<file path="src/rtl/approx_mult_engine.sv">
// Streaming approximate multiplier: normalise, multiply the top KEEP_W bits, then denormalise.
// Optional sticky rounding of the kept fields is enabled by defining APPROX_ROUND_EN.
module approx_mult_engine #(
   parameter int unsigned DATA_W = 16,
   parameter int unsigned KEEP_W = 8
) (
   input  logic                clk_i,
   input  logic                rst_ni,
   input  logic                in_valid_i,
   output logic                in_ready_o,
   input  logic [DATA_W-1:0]   in_a_i,
   input  logic [DATA_W-1:0]   in_b_i,
   output logic                out_valid_o,
   input  logic                out_ready_i,
   output logic [2*DATA_W-1:0] out_p_o,
   output logic                out_zero_o,
   output logic                busy_o
);

   localparam int unsigned CNT_W = $clog2(2 * DATA_W);
   localparam int unsigned DROP_W = DATA_W - KEEP_W;

   typedef enum logic [2:0] {StIdle, StNorm, StMult, StDenorm, StDone} state_e;

   state_e                state_q, state_d;
   logic [DATA_W-1:0]     ra_q, ra_d, rb_q, rb_d;
   logic [CNT_W-1:0]      sa_q, sa_d, sb_q, sb_d, rem_q, rem_d;
   logic [2*DATA_W-1:0]   prod_q, prod_d, out_p_q, out_p_d;
   logic                  out_zero_q, out_zero_d;
   logic [KEEP_W-1:0]     keep_a, keep_b;
   logic [2*KEEP_W-1:0]   keep_p;

   // Kept fields of the normalised operands; sticky mode jams the discarded bits into the LSB.
   always_comb begin
      keep_a = ra_q[DATA_W-1 -: KEEP_W];
      keep_b = rb_q[DATA_W-1 -: KEEP_W];
`ifdef APPROX_ROUND_EN
      keep_a[0] = keep_a[0] | (|ra_q[DROP_W-1:0]);
      keep_b[0] = keep_b[0] | (|rb_q[DROP_W-1:0]);
`endif
      keep_p = {{KEEP_W{1'b0}}, keep_a} * {{KEEP_W{1'b0}}, keep_b};
   end

   always_comb begin
      state_d    = state_q;
      ra_d       = ra_q;
      rb_d       = rb_q;
      sa_d       = sa_q;
      sb_d       = sb_q;
      rem_d      = rem_q;
      prod_d     = prod_q;
      out_p_d    = out_p_q;
      out_zero_d = out_zero_q;
      case (state_q)
         StIdle: begin
            if (in_valid_i) begin
               ra_d       = in_a_i;
               rb_d       = in_b_i;
               sa_d       = '0;
               sb_d       = '0;
               out_zero_d = 1'b0;
               state_d    = StNorm;
            end
         end
         StNorm: begin
            if (ra_q == '0 || rb_q == '0) begin
               out_p_d    = '0;
               out_zero_d = 1'b1;
               state_d    = StDone;
            end else if (ra_q[DATA_W-1] && rb_q[DATA_W-1]) begin
               state_d = StMult;
            end else begin
               if (!ra_q[DATA_W-1]) begin
                  ra_d = ra_q << 1;
                  sa_d = sa_q + CNT_W'(1);
               end
               if (!rb_q[DATA_W-1]) begin
                  rb_d = rb_q << 1;
                  sb_d = sb_q + CNT_W'(1);
               end
            end
         end
         StMult: begin
            prod_d  = {keep_p, {(2 * DROP_W){1'b0}}};
            rem_d   = sa_q + sb_q;
            state_d = StDenorm;
         end
         StDenorm: begin
            if (rem_q == '0) begin
               out_p_d = prod_q;
               state_d = StDone;
            end else begin
               prod_d = prod_q >> 1;
               rem_d  = rem_q - CNT_W'(1);
            end
         end
         StDone: begin
            if (out_ready_i) state_d = StIdle;
         end
         default: state_d = StIdle;
      endcase
   end

   always_ff @(posedge clk_i or negedge rst_ni) begin
      if (!rst_ni) begin
         state_q    <= StIdle;
         ra_q       <= '0;
         rb_q       <= '0;
         sa_q       <= '0;
         sb_q       <= '0;
         rem_q      <= '0;
         prod_q     <= '0;
         out_p_q    <= '0;
         out_zero_q <= 1'b0;
      end else begin
         state_q    <= state_d;
         ra_q       <= ra_d;
         rb_q       <= rb_d;
         sa_q       <= sa_d;
         sb_q       <= sb_d;
         rem_q      <= rem_d;
         prod_q     <= prod_d;
         out_p_q    <= out_p_d;
         out_zero_q <= out_zero_d;
      end
   end

   assign in_ready_o  = (state_q == StIdle);
   assign out_valid_o = (state_q == StDone);
   assign busy_o      = (state_q != StIdle);
   assign out_p_o     = out_p_q;
   assign out_zero_o  = out_zero_q;

endmodule
</file>
<file path="config.mk">
export PLATFORM = sky130hd
export DESIGN_NAME = approx_mult_engine
export DESIGN_NICKNAME = d
export VERILOG_FILES = /design/src/rtl/approx_mult_engine.sv
export SDC_FILE = /design/constraint.sdc
export NUM_CORES = 1
export LEC_CHECK = 0
export CAP_MARGIN = 0
export CORE_UTILIZATION = 25
export DETAILED_ROUTE_END_ITERATION = 16
export HOLD_SLACK_MARGIN = 0.06
export PLACE_DENSITY = 0.53
export SLEW_MARGIN = 0
export SYNTH_ARGS = -nofsm -noshare
export SYNTH_HDL_FRONTEND = slang
export SYNTH_SLANG_ARGS = --single-unit
</file>
<file path="constraint.sdc">
create_clock -name clk_i -period 6.1 [get_ports clk_i]
set_clock_uncertainty 0.2 [all_clocks]
set_input_delay 1.22 -clock clk_i [delete_from_list [all_inputs] [get_ports clk_i]]
set_output_delay 1.22 -clock clk_i [all_outputs]
set_load 0.005 [all_outputs]
</file>
==> results.md <==
* WP data required at roughly 6.2 ns
* Element type at the critical path start: register
* Total placed instance area at around 8400 um2
* Worst slew pin tran at around 0.98 ns
* Number of hold buffers added after cts at 0
* Setup crit end kind: register
* Vias post-DR at 5,555
* H-Tree Depth at 4
* TritonCTS Sinks at 115
* Final min period at 4.89 ns
* Number of synthesized register bits at 115
* XOR/XNOR Fraction of Synth Area at approximately 1.3%
* DR vias/cell at ~4.5
* Maximum vdd drop at 0.266 mV
* Diode count at 0
* Post-synthesis cell area at 7420 um2
* Commonest cells after routing, fill and taps aside: 115 x dfrtp_1, 110 x nand2_1, 70 x clkdlybuf4s50_1, 61 x a21oi_1, 59 x inv_1
* Cells on Worst Hold Path at 2
* Core region area at 28,900 um2
* Asr flop ratio synth at between 90% and 100%
* Busiest grt layer: met1
* Chip Width at around 170 um
* Synth Instances at approximately 800
* Post-route cell area at approximately 9000 um2
* Total CTS buffers at 17
* Yosys warning count at 0
* Endpoints failing hold at 0
* Total Routing Usage GR at between 10% and 20%
* Initial drt markers at around 380
* Synth cell types at 57
* Start point of the critical path: rb_q[15]
* Post-CTS Setup Repair Bufs at 0
* Wire length of the first global-routing pass at 29,400 um
* Pleak at ~4.1 nW
* Multi-input gate area at between 4000 and 5000 um2
* Final core occ at roughly 31%
* Synthesized area per cell at roughly 9.4 um2
* TNS Setup at 0 ns
* Slew Limit Fails at 0
* DRC at 0
* GP Congestion at roughly 0.75
* Max Fclk at between 200 and 250 MHz
* Total power at 4.91 mW
* Hold crit path type: register to register
* Initial core utilization at between 20% and 30%
* Clock tree from TritonCTS: yes
* Commonest non-fill, non-tap cell in the layout: dfrtp_1
* Via count of the first global-routing pass at 5,359
* Area fraction in compound gates after synthesis at 15.7%
* CP max FO at 22
* Post-synthesis mux area share at less than 1%
* Seq/Total Area, Yosys at 38.8%
* Port Buf Inserts at about 70
* Share of post-route cells with drive strength above 1 at 6.85%
* Cells resized by post-CTS repair at 0
* Total gr overflow at 0
* Critical path type: register to register
* Most used DFF post-synth: dfrtp_1
* Antenna-violating nets left at 0
* Total Routed Length at ~18,000 um
* Die height at approximately 170 um
* Post-synth top area cell: dfrtp_1
* Area Growth Syn to Fin at 21.7%
* Post-Synth Adder-Cell Area at 17.4%
* CTS max path bufs at 2
* RSZ-0062 raised after global routing: no
* Period utilization at about four fifths
* Die area at ~30,000 um2
* Reg clk slew, reported paths at 0.06 ns
* Slew headroom at 34.6%
* GR Util met3 at about 2.4%
* Max Cap Viol at 0
* Drt pass-1 iters at 4
* Worst Path Arrival at 5.03 ns
* Simple-Gate Fraction of Synth Area at 20.3%
* HP Start: prod_q[0]
* Post-synth top area share at 38.8%
* Final Setup Violations at 0
* Root buffer cell: clkbuf_16
* Routing usage on met2 at around 17%
* Final #Nets at around 950
* Initial antenna violation count at 0
* Status: complete, no violations
* FP Rows at 62
* # IOs at a little over 70
* Post-synth EDFFs at 0
* Wire length per cell at ~14 um
* Fillers at about 3,000
* Hold slack at between 0.2 and 0.3 ns
* R2r startpoint: rb_q[15]
* Main combinational cell family by area after synthesis: simple AND/OR/NAND/NOR gates
* Reg area at about 2900 um2
* Ranking of synthesized cells by area: dfrtp_1 39%, fa_1 10%, ha_1 7.4%
* Mapped Nets at approximately 900
* Met1 GRT Util at between 10% and 20%
* PD cells at about 540 nW/um2
* HPWL Detailed at ~12,000 um
* Largest net degree at the start of global routing at between 70 and 80
* Clk Latency, worst-skew pair at approximately 0.42 ns
* R2R cell count at 15
## final timing paths
| check | slack [ns] | endpoint |
|---|---|---|
| max reg2reg | 1.21 | prod_q[27] |
| min reg2reg | 0.27 | prod_q[0] |
| max | 1.21 | prod_q[27] |
| min | 0.27 | prod_q[0] |
| max in group asynchronous | 3.79 | ra_q[2] |
| min in group asynchronous | 0.74 | out_p_o[22] |
## cells in the mapped netlist, types with 4 or more instances
cell and n:
a22o_1 34, o21ai_0 52, a21oi_1 61, nand2_1 110, xnor2_1 9, dfrtp_1 115
inv_1 59, fa_1 37, and2_1 52, or3_1 4, nor2b_1 6, nand3_1 27
buf_2 21, a21o_1 5, nor2_1 18, clkbuf_1 33, ha_1 44, nor3b_1 28
nor4_1 9, nor3_1 9
## layer usage
layer,vias up,wire length [um],part of all wire [%]
met2,102,7100,40
met5,-,0,0
li1,2795,-,-
met4,0,181,1.0
met3,13,577,3.3
met1,2645,9700,55
## sequential cells by signal, summed over array words and instances (netlist names)
signal	cells
out_p_o	32
sa_q	5
rem_q	5
ra_q	16
sb_q	5
prod_q	32
state_q	3
rb_q	16
out_zero_o	1
## critical path, cell delays in order, from the launching register on
cell,delay (ns)
dfrtp_1,0.40
buf_4,0.23
and2_1,0.18
fa_1,0.51
fa_1,0.52
fa_1,0.54
inv_1,0.05
fa_1,0.53
inv_1,0.04
ha_1,0.33
or2_2,0.32
a21oi_1,0.15
a21oi_1,0.09
a21oi_1,0.20
mux2_2,0.36
nor3_2,0.14
## stage by stage
step / setup WS, ns / std cells
2_1_floorplan: 1.36 / 791
4_1_cts: 1.20 / 1231
6_report: 1.21 / 1231
5_1_grt: 0.933 / 1231
3_5_place_dp: 1.23 / 1199
3_3_place_gp: 1.31 / 1199
## kinds of logic after synthesis
group | Yosys count
mux | 2
simple gates | 284
fa+ha+maj | 81
compound gates | 182
buf+inv | 116
flops | 115
xor+xnor | 11
## cell type report
class | instances | area share, %
multi-input cells | 560 | 45.2
inverters | 59 | 2.45
well taps | 384 | 5.32
clock inverters | 13 | 1.63
flip-flops and latches | 115 | 31.9
clock buffers | 19 | 4.90
repair buffers | 81 | 8.67
## power breakdown
| part | switching, mW | leakage (nW) | total, mW | internal, mW |
|---|---|---|---|---|
| Clock | 0.392 | 0.277 | 1.01 | 0.618 |
| Sequential | 0.291 | 1.51 | 1.28 | 0.987 |
| Combinational | 1.51 | 2.35 | 2.62 | 1.12 |
Power figures use the tool's default switching activity.
